==> config.mk <==
export PLATFORM = sky130hd
export DESIGN_NAME = cp_bridge
export DESIGN_NICKNAME = d
export VERILOG_FILES = /design/src/rtl/cp_pkg.sv /design/src/rtl/cp_timeout_counter.sv /design/src/rtl/cp_bridge.sv
export SDC_FILE = /design/constraint.sdc
export NUM_CORES = 1
export LEC_CHECK = 0
export ABC_AREA = 1
export CAP_MARGIN = 40
export CORE_UTILIZATION = 42
export CTS_CLUSTER_DIAMETER = 50
export DETAILED_ROUTE_END_ITERATION = 10
export PLACE_DENSITY = 0.89
export REMOVE_ABC_BUFFERS = 1
export SYNTH_ARGS = -nofsm -noshare
export SYNTH_HDL_FRONTEND = slang
export SYNTH_HIERARCHICAL = 1
export SYNTH_SLANG_ARGS = --single-unit
==> constraint.sdc <==
create_clock -name clk -period 4.1 [get_ports clk]
set_input_delay 0.82 -clock clk [delete_from_list [all_inputs] [get_ports clk]]
set_output_delay 0.82 -clock clk [all_outputs]
set_load 0.01 [all_outputs]
==> src/rtl/cp_pkg.sv <==
// -----------------------------------------------------------------------------
// cp_pkg
// Shared definitions for the coprocessor bridge: FSM state encoding, width of
// the unit-select field, default timeout and the timeout counter width helper.
// -----------------------------------------------------------------------------
package cp_pkg;

  // Width of the dispatcher unit-select field (up to four units).
  localparam int CP_SEL_W = 2;

  // Default request-to-completion budget in clock cycles.
  localparam int CP_TIMEOUT_DEFAULT = 256;

  // Bridge FSM states.
  typedef enum logic [2:0] {
    ST_IDLE  = 3'd0,
    ST_ISSUE = 3'd1,
    ST_WAIT  = 3'd2,
    ST_DONE  = 3'd3,
    ST_DRAIN = 3'd4
  } cp_state_t;

  // Counter width able to hold 0..cycles-1; never narrower than one bit.
  function automatic int cp_cnt_width(input int cycles);
    return (cycles > 1) ? $clog2(cycles) : 1;
  endfunction

endpackage : cp_pkg

==> src/rtl/cp_timeout_counter.sv <==
// -----------------------------------------------------------------------------
// cp_timeout_counter
// Saturating cycle counter used to bound how long the bridge waits on a unit.
//
// Ports:
//   clk       in  clock, rising edge
//   rst_n     in  asynchronous active-low reset
//   clr_i     in  synchronous clear (wins over enable)
//   en_i      in  count enable
//   expired_o out high once the count has reached TIMEOUT_CYCLES-1
// -----------------------------------------------------------------------------
module cp_timeout_counter
  import cp_pkg::*;
#(
  parameter int TIMEOUT_CYCLES = CP_TIMEOUT_DEFAULT
) (
  input  logic clk,
  input  logic rst_n,
  input  logic clr_i,
  input  logic en_i,
  output logic expired_o
);

  localparam int               CNT_W = cp_cnt_width(TIMEOUT_CYCLES);
  localparam logic [CNT_W-1:0] LAST  = CNT_W'(TIMEOUT_CYCLES - 1);

  logic [CNT_W-1:0] cnt_q;
  logic [CNT_W-1:0] cnt_d;
  logic             expired_q;
  logic             expired_d;

  // Next count: clear, count up to LAST and hold there.
  always_comb begin
    cnt_d = cnt_q;
    if (clr_i) begin
      cnt_d = '0;
    end else if (en_i && (cnt_q != LAST)) begin
      cnt_d = cnt_q + CNT_W'(1);
    end else begin
      cnt_d = cnt_q;
    end
    // Registered flag tracks the count it will sit next to.
    expired_d = (cnt_d == LAST);
  end

  // Counter and expiry flag registers.
  always_ff @(posedge clk or negedge rst_n) begin
    if (!rst_n) begin
      cnt_q     <= '0;
      expired_q <= 1'b0;
    end else begin
      cnt_q     <= cnt_d;
      expired_q <= expired_d;
    end
  end

  assign expired_o = expired_q;

endmodule : cp_timeout_counter

==> src/rtl/cp_bridge.sv <==
// -----------------------------------------------------------------------------
// cp_bridge
// Routes one dispatched coprocessor instruction at a time to one of CP_NUM
// units over a valid/ready request channel, waits for that unit's response
// and returns a one-cycle cp_ready strobe with result and exception flag.
// Bad selects, unresponsive units (timeout) and dispatcher aborts are handled.
//
// Ports:
//   clk, rst_n        clock (rising edge), asynchronous active-low reset
//   cp_valid          dispatcher request, held until cp_ready unless aborted
//   cp_instruction    instruction word
//   cp_data_in        rs1 operand
//   cp_select         target unit index
//   cp_data_out       result, meaningful only while cp_ready
//   cp_ready          one-cycle completion strobe
//   cp_exception      error flag, qualified by cp_ready
//   cp_busy           high whenever the FSM is not idle
//   cpu_req_valid     one-hot request valid towards the units
//   cpu_req_inst      shared request instruction
//   cpu_req_data      shared request operand
//   cpu_req_ready     per-unit request accept
//   cpu_rsp_valid     per-unit response strobe
//   cpu_rsp_data      packed responses, unit i at [i*DATA_WIDTH +: DATA_WIDTH]
//   cpu_rsp_error     per-unit error, qualified by cpu_rsp_valid
// All outputs are registered.
// -----------------------------------------------------------------------------
module cp_bridge
  import cp_pkg::*;
#(
  parameter int DATA_WIDTH     = 32,
  parameter int INST_WIDTH     = 32,
  parameter int CP_NUM         = 3,
  parameter int TIMEOUT_CYCLES = CP_TIMEOUT_DEFAULT
) (
  input  logic                         clk,
  input  logic                         rst_n,
  input  logic                         cp_valid,
  input  logic [INST_WIDTH-1:0]        cp_instruction,
  input  logic [DATA_WIDTH-1:0]        cp_data_in,
  input  logic [CP_SEL_W-1:0]          cp_select,
  output logic [DATA_WIDTH-1:0]        cp_data_out,
  output logic                         cp_ready,
  output logic                         cp_exception,
  output logic                         cp_busy,
  output logic [CP_NUM-1:0]            cpu_req_valid,
  output logic [INST_WIDTH-1:0]        cpu_req_inst,
  output logic [DATA_WIDTH-1:0]        cpu_req_data,
  input  logic [CP_NUM-1:0]            cpu_req_ready,
  input  logic [CP_NUM-1:0]            cpu_rsp_valid,
  input  logic [CP_NUM*DATA_WIDTH-1:0] cpu_rsp_data,
  input  logic [CP_NUM-1:0]            cpu_rsp_error
);

  localparam int                UNITS_MAX = 1 << CP_SEL_W;
  localparam logic [CP_SEL_W:0] CP_NUM_L  = (CP_SEL_W + 1)'(CP_NUM);

  cp_state_t             state_q, state_d;
  logic                  hs_done_q, hs_done_d;
  logic [CP_SEL_W-1:0]   sel_q, sel_d;
  logic                  cp_ready_q, cp_ready_d;
  logic                  cp_exception_q, cp_exception_d;
  logic [DATA_WIDTH-1:0] cp_data_out_q, cp_data_out_d;
  logic                  cp_busy_q, cp_busy_d;
  logic [CP_NUM-1:0]     req_valid_q, req_valid_d;
  logic [INST_WIDTH-1:0] req_inst_q, req_inst_d;
  logic [DATA_WIDTH-1:0] req_data_q, req_data_d;

  logic [UNITS_MAX-1:0]  req_ready_pad_s;
  logic [UNITS_MAX-1:0]  rsp_valid_pad_s;
  logic [UNITS_MAX-1:0]  rsp_error_pad_s;
  logic [DATA_WIDTH-1:0] rsp_data_sel_s;
  logic                  req_ready_sel_s;
  logic                  rsp_valid_sel_s;
  logic                  rsp_error_sel_s;
  logic                  sel_ok_s;
  logic                  expired_s;
  logic                  cnt_clr_s;
  logic                  cnt_en_s;
  logic                  accept_s;
  logic                  req_drive_s;
  logic [CP_SEL_W-1:0]   tgt_sel_s;

  // Widen per-unit inputs to the full select range so an index of sel_q is
  // always in bounds, and pick the selected unit's response data (AND-OR mux).
  always_comb begin
    req_ready_pad_s = '0;
    rsp_valid_pad_s = '0;
    rsp_error_pad_s = '0;
    rsp_data_sel_s  = '0;
    for (int i = 0; i < CP_NUM; i++) begin
      req_ready_pad_s[i] = cpu_req_ready[i];
      rsp_valid_pad_s[i] = cpu_rsp_valid[i];
      rsp_error_pad_s[i] = cpu_rsp_error[i];
      rsp_data_sel_s     = rsp_data_sel_s |
                           ({DATA_WIDTH{sel_q == CP_SEL_W'(i)}} &
                            cpu_rsp_data[i*DATA_WIDTH +: DATA_WIDTH]);
    end
  end

  assign req_ready_sel_s = req_ready_pad_s[sel_q];
  assign rsp_valid_sel_s = rsp_valid_pad_s[sel_q];
  assign rsp_error_sel_s = rsp_error_pad_s[sel_q];
  assign sel_ok_s        = ({1'b0, cp_select} < CP_NUM_L);
  assign accept_s        = (state_q == ST_IDLE) && cp_valid;

  // Counter is held clear while idle, so it starts from zero on ISSUE entry.
  assign cnt_clr_s = (state_q == ST_IDLE);
  assign cnt_en_s  = (state_q == ST_ISSUE) || (state_q == ST_WAIT) ||
                     (state_q == ST_DRAIN);

  cp_timeout_counter #(
    .TIMEOUT_CYCLES (TIMEOUT_CYCLES)
  ) u_timeout (
    .clk       (clk),
    .rst_n     (rst_n),
    .clr_i     (cnt_clr_s),
    .en_i      (cnt_en_s),
    .expired_o (expired_s)
  );

  // FSM state and handshake-done flag registers.
  always_ff @(posedge clk or negedge rst_n) begin
    if (!rst_n) begin
      state_q   <= ST_IDLE;
      hs_done_q <= 1'b0;
    end else begin
      state_q   <= state_d;
      hs_done_q <= hs_done_d;
    end
  end

  // Next-state logic. An abort takes precedence over a timeout so an aborted
  // request never produces cp_ready; a response beats a coincident timeout.
  always_comb begin
    state_d   = state_q;
    hs_done_d = hs_done_q;
    case (state_q)
      ST_IDLE: begin
        hs_done_d = 1'b0;
        if (cp_valid) begin
          state_d = sel_ok_s ? ST_ISSUE : ST_DONE;
        end else begin
          state_d = ST_IDLE;
        end
      end
      ST_ISSUE: begin
        if (!cp_valid) begin
          state_d   = ST_DRAIN;
          hs_done_d = req_ready_sel_s;
        end else if (expired_s) begin
          state_d = ST_DONE;
        end else if (req_ready_sel_s) begin
          state_d   = ST_WAIT;
          hs_done_d = 1'b1;
        end else begin
          state_d = ST_ISSUE;
        end
      end
      ST_WAIT: begin
        if (rsp_valid_sel_s) begin
          // Response arriving in the abort cycle is simply discarded.
          state_d = cp_valid ? ST_DONE : ST_IDLE;
        end else if (!cp_valid) begin
          state_d = ST_DRAIN;
        end else if (expired_s) begin
          state_d = ST_DONE;
        end else begin
          state_d = ST_WAIT;
        end
      end
      ST_DONE: begin
        state_d = ST_IDLE;
      end
      ST_DRAIN: begin
        if (expired_s) begin
          state_d = ST_IDLE;
        end else if (!hs_done_q) begin
          // Responses are only meaningful once the request was accepted.
          hs_done_d = req_ready_sel_s;
        end else if (rsp_valid_sel_s) begin
          state_d = ST_IDLE;
        end else begin
          state_d = ST_DRAIN;
        end
      end
      default: begin
        state_d   = ST_IDLE;
        hs_done_d = 1'b0;
      end
    endcase
  end

  // Output next-values, derived from the transition being taken.
  always_comb begin
    // Request valid stays up while issuing, and while draining an abort that
    // has not yet been accepted by the unit.
    req_drive_s = (state_d == ST_ISSUE) ||
                  ((state_d == ST_DRAIN) && !hs_done_d);
    tgt_sel_s   = (state_q == ST_IDLE) ? cp_select : sel_q;
    req_valid_d = '0;
    for (int i = 0; i < CP_NUM; i++) begin
      req_valid_d[i] = req_drive_s && (tgt_sel_s == CP_SEL_W'(i));
    end

    sel_d      = accept_s ? cp_select      : sel_q;
    req_inst_d = accept_s ? cp_instruction : req_inst_q;
    req_data_d = accept_s ? cp_data_in     : req_data_q;

    cp_ready_d = (state_d == ST_DONE);
    cp_busy_d  = (state_d != ST_IDLE);
    if ((state_d == ST_DONE) && (state_q == ST_WAIT) && rsp_valid_sel_s) begin
      cp_data_out_d  = rsp_data_sel_s;
      cp_exception_d = rsp_error_sel_s;
    end else if (state_d == ST_DONE) begin
      // Bad select or timeout: flag error with a cleared result.
      cp_data_out_d  = '0;
      cp_exception_d = 1'b1;
    end else begin
      cp_data_out_d  = '0;
      cp_exception_d = 1'b0;
    end
  end

  // Output and request-latch registers; reset drops request valids at once.
  always_ff @(posedge clk or negedge rst_n) begin
    if (!rst_n) begin
      sel_q          <= '0;
      cp_ready_q     <= 1'b0;
      cp_exception_q <= 1'b0;
      cp_data_out_q  <= '0;
      cp_busy_q      <= 1'b0;
      req_valid_q    <= '0;
      req_inst_q     <= '0;
      req_data_q     <= '0;
    end else begin
      sel_q          <= sel_d;
      cp_ready_q     <= cp_ready_d;
      cp_exception_q <= cp_exception_d;
      cp_data_out_q  <= cp_data_out_d;
      cp_busy_q      <= cp_busy_d;
      req_valid_q    <= req_valid_d;
      req_inst_q     <= req_inst_d;
      req_data_q     <= req_data_d;
    end
  end

  assign cp_ready      = cp_ready_q;
  assign cp_exception  = cp_exception_q;
  assign cp_data_out   = cp_data_out_q;
  assign cp_busy       = cp_busy_q;
  assign cpu_req_valid = req_valid_q;
  assign cpu_req_inst  = req_inst_q;
  assign cpu_req_data  = req_data_q;

endmodule : cp_bridge

==> reports/metrics.cfg, run 1 <==
[critical_path]
r2r_end=cp_data_out[23]$_DFF_PN0_
cp-endpoint=cp_data_out[23]$_DFF_PN0_
setup.worst_path.end_class=flop
critical_path_class=flop to flop
arrival_ps=2640
crit_start=sel_q[0]$_DFFE_PN0P_
rr_startpoint=sel_q[0]$_DFFE_PN0P_
rrSetupSlack_ps=1730
reg2reg_depth=6
required_ps=4380
startpoint_type=flop
worstPathMaxFanout=35

[timing]
slew_headroom_pct=55.0
hold_viol_final=0
fin_crit_ps=2370
holdWs_ps=349
setup-tns-final_ps=0
final.setup_skew_ps=10.6
final.setup.worst_slack_ps=1730
final.period_utilization_pct=57.7
drv_slew=0
tightest_slew_ps=675
setup_viol=0
max_freq_mhz=423
rsz0062_at_grt=no

[die]
chipHeight_um=112
io-pin-count=276
die_area_um2=12700
die_w_um=112
num_rows=39
start_util_pct=44.0
core-area_um2=11700

[synth]
ys_top_cells_by_area=dfrtp_1 (57%), nand2_1 (24%), a31oi_1 (3.9%), nand3_1 (1.9%), inv_1 (1.8%)
synth_area_leader_cell=dfrtp_1
synth_mux_area_share_pct=0
netlist.area_leader.share_pct=57.1
synth_top_family_by_area=simple AND/OR/NAND/NOR gates
synth_xor_area_share_pct=0
syn_inst=622
ys_warn_count=6
synthAdderAreaFrac_pct=0.244
syn-mean-instance-area_um2=8.24
yosysUniqueCellTypes=30
synthSimpleGateAreaFrac_pct=31.7
synth_compound_area_share_pct=5.64
ys_seq_elements=117
ys_seq_area_share_pct=57.1
mappedNetlistArea_um2=5130

[placed_design]
globalplace.congestion=0.879
pre_cts_ws_ps=1410
hpwl_mm=11.8
placed_area_um2=8010
dpl.cell_count=1020
io_buffers=275

[clock_network]
cts_made_buffers=17
postCtsHoldBufs=0
h-tree-depth=4
clk_transition_reported_paths_ps=50
cts_buffer_depth=2
cts_resized=0
postCtsSetupBuffers=0
cts_sinks=117
cts_tree=yes
worstSkewPairLatency_ps=400
cts-root-buf=clkbuf_16

[routing]
vias=5170
first_iter_violations=373
wl_per_cell_um=15.1
vias_per_cell=4.91
ant_nets=0
wl_mm=15.9
drc=0
drt_pre_antenna_iters=5

[grt]
overflow=0
antenna_found_initial=1
grt_pass1_vias=5367
grt_usage_pct=26.7
grt_max_degree=69
grt_first_pass_wirelength_mm=26.0

[final_layout]
final_common_cell=nand2_1
fin_area_um2=8580
final_core_util_pct=73.5
finalNetCount=1071
drive_gt1_share_pct=7.15
final_cell_mix=nand2_1 (332), clkdlybuf4s50_1 (274), dfrtp_1 (117)
fin_cells=1053
syn2layout_area_growth_pct=67.3

[power_and_ir_drop]
p_leak_nw=4.03
worst_ir_drop_vdd_v=0.000294
p_total_mw=5.36
power_density_nw_per_um2=625

[run]
drv_cap=0

[hold_path]
hold_path.class=input pin to asynchronous set/reset pin

[outcome]
status=completed

[cells by family after synthesis]
family,after synthesis
compound gates,48
simple gates,397
fa+ha+maj,1
buf+inv,59
flops,117
[metal layers]
metal / GRT usage [%] / share of wire [%]
met1: 27.9 / 37
met4: 11.4 / 2.2
met2: 48.7 / 52
met3: 9.07 / 8.7
met5: 0 / 0
[where the power goes]
part / internal, mW / total, mW / switching (mW)
Combinational: 1.04 / 2.26 / 1.21
Clock: 0.866 / 1.38 / 0.515
Sequential: 1.52 / 1.72 / 0.204
Total: 3.42 / 5.36 / 1.93
[worst max-delay path: stages, from the launching register on]
cell and delay [ps]:
dfrtp_1 490, nor2_4 120, buf_4 350, nand2_1 160, nand4_1 140, nand3_2 530
a31oi_1 430
[how the worst min path moves through the flow]
stage and to:
2_1_floorplan cpu_req_data[0]$_DFFE_PN0P_, 3_3_place_gp cpu_req_inst[18]$_DFFE_PN0P_, 5_1_grt cpu_req_inst[3]$_DFFE_PN0P_, 4_1_cts cpu_req_inst[3]$_DFFE_PN0P_, 6_report cpu_req_inst[3]$_DFFE_PN0P_, 3_5_place_dp cpu_req_data[5]$_DFFE_PN0P_
[synthesized netlist by cell type]
master,instances
inv_1,24
clkinv_2,2
a21oi_2,1
clkbuf_1,6
nor2_4,4
nand3_2,3
nand2_1,332
nand4_1,3
nor3_1,2
buf_1,2
nand3_1,19
nor2_1,20
dfrtp_1,117
ha_1,1
a31oi_1,32
nor4_1,1
a21oi_1,6
a22oi_1,2
o21ai_0,7
or2_2,1
buf_4,6
buf_2,13
inv_2,4
nor3_2,1
clkinv_1,1
nand2_4,3
nand3b_1,1
nor2_2,4
buf_6,1
nand2_2,3
[sequential cells by signal, indices dropped and copies added (netlist names), 2 cells and up]
register	count
u_timeout/cnt_q	8
cpu_req_data	32
sel_q	2
state_q	3
cpu_req_inst	32
cp_data_out	32
cpu_req_valid	3
[final cells by class]
cell class	instances	area, um^2
fillers	831	3090
inverters	31	119
multi-input cells	446	1930
repair buffers	283	2850
clock inverters	11	103
clock buffers	21	460
flip-flops and latches	117	2930
diodes	1	2.50
well taps	143	179
(Power assumes the default switching activity.)
==> inputs of run 2 (changes only) <==
--- a/config.mk
+++ b/config.mk
@@ -7,10 +7,10 @@
 export LEC_CHECK = 0
 export ABC_AREA = 1
 export CAP_MARGIN = 40
-export CORE_UTILIZATION = 42
+export CORE_UTILIZATION = 36
 export CTS_CLUSTER_DIAMETER = 50
 export DETAILED_ROUTE_END_ITERATION = 10
-export PLACE_DENSITY = 0.89
+export PLACE_DENSITY = 0.82
 export REMOVE_ABC_BUFFERS = 1
 export SYNTH_ARGS = -nofsm -noshare
 export SYNTH_HDL_FRONTEND = slang
==> constraint.sdc (replaced) <==
create_clock -name clk -period 2 [get_ports clk]
set_input_delay 0.4 -clock clk [delete_from_list [all_inputs] [get_ports clk]]
set_output_delay 0.4 -clock clk [all_outputs]
set_load 0.01 [all_outputs]
==> reports/metrics.cfg, run 2 (synthesis results as in run 1) <==
[die]
num_rows=43  ; +10%
chipHeight_um=121  ; +7.9%
io-pin-count=276  ; unchanged
die_area_um2=14700  ; +16%
core-area_um2=13900  ; +19%
start_util_pct=36.9  ; -7.0 points
die_w_um=121  ; +7.9%

[final_layout]
final_cell_mix=nand2_1 (332), clkdlybuf4s50_1 (274), dfrtp_1 (117)
syn2layout_area_growth_pct=70.8
fillers=1137  ; +37%
final_common_cell=nand2_1
finalNetCount=1080  ; +0.84%
drive_gt1_share_pct=8.06  ; +0.91 points
fin_cells=1098  ; +4.3%
antenna_cells=0  ; -1

[grt]
overflow=0  ; unchanged
antenna_found_initial=0  ; -1
grt_usage_pct=21.7  ; -5.0 points
grt_pass1_vias=4913  ; -8.5%
grt_max_degree=65  ; -5.8%
grt_first_pass_wirelength_mm=24.3  ; -6.5%

[timing]
tightest_slew_ps=514  ; -161 ps
hold_viol_final=0  ; unchanged
max_freq_mhz=574  ; +36%
final.setup_skew_ps=5.95  ; -4.68 ps
drv_slew=0  ; unchanged
setup_viol=0  ; unchanged
final.period_utilization_pct=87.1  ; +29 points
rsz0062_at_grt=no
slew_headroom_pct=65.8  ; +11 points
fin_crit_ps=1740  ; -624 ps

[critical_path]
startpoint_type=flop
required_ps=2330  ; -2050 ps
arrival_ps=2070  ; -570 ps
critical_path_class=flop to flop
setup.worst_path.end_class=flop
worstPathMaxFanout=5  ; -86%

[run]
drv_cap=0  ; unchanged

[placed_design]
dpl.cell_count=1062  ; +4.1%
io_buffers=275  ; unchanged
hpwl_mm=11.7  ; -1.2%
globalplace.congestion=0.857  ; -2.5%

[power_and_ir_drop]
power_density_nw_per_um2=1300  ; +110%
worst_ir_drop_vdd_v=0.000547  ; +86%
p_leak_nw=4.10  ; +1.8%
p_total_mw=11.4  ; +110%

[routing]
wl_mm=15.7  ; -1.4%
vias=5136  ; -0.66%
drt_pre_antenna_iters=4  ; -1
ant_nets=0  ; unchanged
vias_per_cell=4.68  ; -4.7%
drc=0  ; unchanged
first_iter_violations=311  ; -17%
wl_per_cell_um=14.3  ; -5.5%

[clock_network]
cts-root-buf=clkbuf_16
h-tree-depth=4  ; unchanged
cts_tree=yes
cts_resized=0  ; unchanged
cts_sinks=117  ; unchanged
cts_made_buffers=17  ; unchanged
worstSkewPairLatency_ps=400  ; about the same
clk_transition_reported_paths_ps=50  ; about the same
cts_buffer_depth=2  ; unchanged

[outcome]
status=completed

[hold_path]
hold_path.class=flop to flop

[run 2: critical path: stages, from the launching register on]
cell and delay (ps):
dfrtp_1 400, nor3_1 230, nand3b_1 320, nand2_4 80, clkinv_2 70, nand2_4 50
nor2_4 90, nand2_1 50, nand2_1 50, nand2_1 50, nor2_2 120, nand2_1 60
nor2_1 100
[run 2: report_power, final]
part	switching (mW)	internal, mW
sequential	0.422	3.11
combinational	2.51	2.23
clock	1.06	2.02
total	3.99	7.36
[run 2: area by class of cell]
type	count	area [um^2]	area share (%)
timing repair buffer	292	2940	33.6
clock buffer	20	457	5.21
inverter	31	119	1.36
sequential	117	2930	33.4
multi-input combinational	446	1930	22.1
tap	180	225	2.57
clock inverter	12	153	1.74
[run 2: final timing paths]
path                                               from                            end  slack, ps  cells after the start
setup / recovery                   state_q[2]$_DFF_PN0_  u_timeout/expired_o$_DFF_PN0_        260                     12
hold / removal             cpu_req_inst[18]$_DFFE_PN0P_   cpu_req_inst[18]$_DFFE_PN0P_        460                      2
setup reg to reg                   state_q[2]$_DFF_PN0_  u_timeout/expired_o$_DFF_PN0_        260                     12
hold reg to reg            cpu_req_inst[18]$_DFFE_PN0P_   cpu_req_inst[18]$_DFFE_PN0P_        460                      2
max in group asynchronous                         rst_n   cpu_req_inst[13]$_DFFE_PN0P_        900                      3
min in group asynchronous                         rst_n   u_timeout/cnt_q[6]$_DFF_PN0_        520                      2
[run 2: through the flow]
step	hold slack, ps	utilization, %	worst slack, ps	setup TNS (ps)	cell area [um^2]
finish	465	63.1	257	0	8760
global route	478	63.1	46.6	0	8760
CTS	471	62.9	180	0	8740
detailed placement	417	58.5	176	0	8120
global placement	416	58.5	208	0	8120
floorplan	104	-	-1260	-74610	4980
[run 2: what timing repair did]
action,in CTS,in global routing
setup endpoints to repair,0,1
buffers inserted,0,3
hold buffers,1,0
endpoints found under the hold margin,32,0
[run 2: per-layer routing]
metal	up-vias	routed length [um]	track usage, %
li1	2511	-	-
met1	2369	5940	23.7
met2	238	8030	38.6
met3	18	1460	7.28
met4	0	242	7.87
met5	-	0	0
==> inputs of run 3 (changes only) <==
--- a/config.mk
+++ b/config.mk
@@ -7,6 +7,7 @@
 export LEC_CHECK = 0
 export ABC_AREA = 1
 export CAP_MARGIN = 40
+export CORE_MARGIN = 5
 export CORE_UTILIZATION = 36
 export CTS_CLUSTER_DIAMETER = 50
 export DETAILED_ROUTE_END_ITERATION = 10
==> reports/metrics.cfg, run 3 (synthesis results as in run 1) <==
[critical_path]
rr_startpoint=state_q[2]$_DFF_PN0_
setup.worst_path.end_class=output port
startpoint_type=flop
slowest_delay_ps=570  ; +170 ps
cp_num_cells=1  ; -11
arrival_ps=1360  ; -710 ps
r2r_end=u_timeout/expired_o$_DFF_PN0_
crit_family=buffers and inverters
worstPathMaxFanout=2  ; -3
crit_chain=clkdlybuf4s50_1
crit_buf_inv=1  ; unchanged
critical_path_class=flop to output port
reg2reg_depth=10  ; -2
cp_slowest_cell=clkdlybuf4s50_1
rrSetupSlack_ps=280  ; +20 ps
required_ps=1600  ; -730 ps

[power_and_ir_drop]
p_switching_mw=4.03  ; +0.98%
p_leak_nw=4.07  ; -0.72%
p_total_mw=11.0  ; -2.7%
power_frac_clock_pct=25.5  ; -1.7 points
p_comb_share_pct=42.2  ; +0.5 points
p_int_mw=7.02  ; -4.7%
power_density_nw_per_um2=1270  ; -1.9%
p_seq_share_pct=32.3  ; +1.2 points
swShare_pct=36.5  ; +1.3 points
worst_ir_drop_vdd_v=0.000661  ; +21%

[clock_network]
cts_buffer_depth=2  ; unchanged
h-tree-depth=4  ; unchanged
cts_tree=yes
clk_transition_reported_paths_ps=60  ; about the same
worstSkewPairLatency_ps=400  ; about the same
cts_made_buffers=17  ; unchanged
cts_sinks=117  ; unchanged
cts-root-buf=clkbuf_16

[hold_path]
hold_path.class=flop to flop
min_to=cpu_req_inst[31]$_DFFE_PN0P_
worstHoldStart=cpu_req_inst[31]$_DFFE_PN0P_
whs_path_depth=2  ; unchanged

[final_layout]
drive_gt1_share_pct=7.97  ; -0.092 points
finalNetCount=1078  ; -0.19%
final_cell_mix=nand2_1 (332), clkdlybuf4s50_1 (274), dfrtp_1 (117)
final_common_cell=nand2_1
syn2layout_area_growth_pct=69.5
fin_area_um2=8690  ; -0.79%
fin_cells=1096  ; -0.18%
antenna_cells=0  ; unchanged
final_core_util_pct=62.4  ; -0.74 points
fillers=1160  ; +2.0%

[timing]
setup_viol=0  ; unchanged
holdWs_ps=468  ; +3.15 ps
tightest_slew_ps=400  ; -114 ps
max_freq_mhz=569  ; -0.85%
final.setup_skew_ps=7.64  ; +1.69 ps
fin_crit_ps=1760  ; +14.9 ps
final.period_utilization_pct=87.9  ; +0.74 points
hold_viol_final=0  ; unchanged
final.setup.worst_slack_ps=242  ; -14.9 ps
slew_headroom_pct=73.4  ; +7.6 points
drv_slew=0  ; unchanged
setup-tns-final_ps=0  ; unchanged
rsz0062_at_grt=no

[grt]
overflow=0  ; unchanged
grt_max_degree=69  ; +6.2%
grt_first_pass_wirelength_mm=26.3  ; +8.5%
grt_pass1_vias=5129  ; +4.4%
grt_usage_pct=20.5  ; -1.2 points
antenna_found_initial=1  ; +1

[die]
chipHeight_um=129  ; +6.6%
num_rows=43  ; unchanged
die_w_um=129  ; +6.6%
io-pin-count=276  ; unchanged
die_area_um2=16700  ; +14%
start_util_pct=36.8  ; -0.14 points
core-area_um2=13900  ; +0.39%

[routing]
ant_nets=0  ; unchanged
vias=5129  ; -0.14%
drc=0  ; unchanged
vias_per_cell=4.68  ; about the same
wl_mm=16.9  ; +8.1%
first_iter_violations=285  ; -8.4%
drt_pre_antenna_iters=4  ; unchanged
wl_per_cell_um=15.5  ; +8.3%

[placed_design]
io_buffers=275  ; unchanged
globalplace.congestion=0.872  ; +1.7%
pre_cts_ws_ps=158  ; -17.7 ps
dpl.cell_count=1062  ; unchanged
hpwl_mm=12.8  ; +9.4%
placed_area_um2=8120  ; unchanged

[outcome]
status=completed

[run]
drv_cap=0  ; unchanged

[run 3: cell types whose count changed in the layout (fill, tap and decap cells not counted)]
| cell | change |
|---|---|
| clkinv_2 | +2 |
| clkbuf_1 | -1 |
| buf_4 | -2 |
| clkinv_4 | +2 |
| bufinv_16 | -2 |
| clkbuf_8 | -2 |
| inv_6 | +2 |
| clkinvlp_4 | -1 |
[run 3: layout make-up]
class | count | area, um^2 | area share (%)
inverter | 31 | 119 | 1.37
timing repair buffer | 290 | 2930 | 33.7
clock buffer | 17 | 425 | 4.90
tap | 180 | 225 | 2.59
clock inverter | 15 | 130 | 1.50
sequential | 117 | 2930 | 33.7
multi-input combinational | 446 | 1930 | 22.3
[run 3: worst max-delay path by stage]
stage / from / end / slack (ps)
finish: cpu_req_data[9]$_DFFE_PN0P_ / cpu_req_data[9] / 240
floorplan: state_q[2]$_DFF_PN0_ / cpu_req_valid[0]$_DFF_PN0_ / -1260
CTS: cp_data_out[24]$_DFF_PN0_ / cp_data_out[24] / 210
global placement: cp_valid / cpu_req_valid[1]$_DFF_PN0_ / 200
global route: state_q[2]$_DFF_PN0_ / u_timeout/expired_o$_DFF_PN0_ / 10
detailed placement: cp_valid / cpu_req_valid[1]$_DFF_PN0_ / 160
[run 3: layer usage]
layer | share of wire (%) | GRT usage, % | up-vias
met1 | 38 | 24.4 | 2345
met3 | 12 | 7.25 | 22
met2 | 48 | 34.5 | 235
met4 | 1.6 | 7.41 | 2
met5 | 0.077 | 0 | -
li1 | - | - | 2525
[run 3: power by group through the flow]
stage               Sequential (mW)  Clock, mW  Combinational, mW
floorplan                      3.86          0               1.83
global placement               3.57          0               4.55
global route                   3.66       3.03               5.16
detailed placement             3.59          0               4.65
CTS                            3.57       2.89               4.69
finish                         3.57       2.82               4.66
[run 3: timing repair]
item | in CTS | in global routing
gates resized for setup | 0 | 0
endpoints found under the setup margin | 0 | 1
setup buffers | 0 | 1
hold endpoints to repair | 24 | 0
hold buffers | 1 | 0
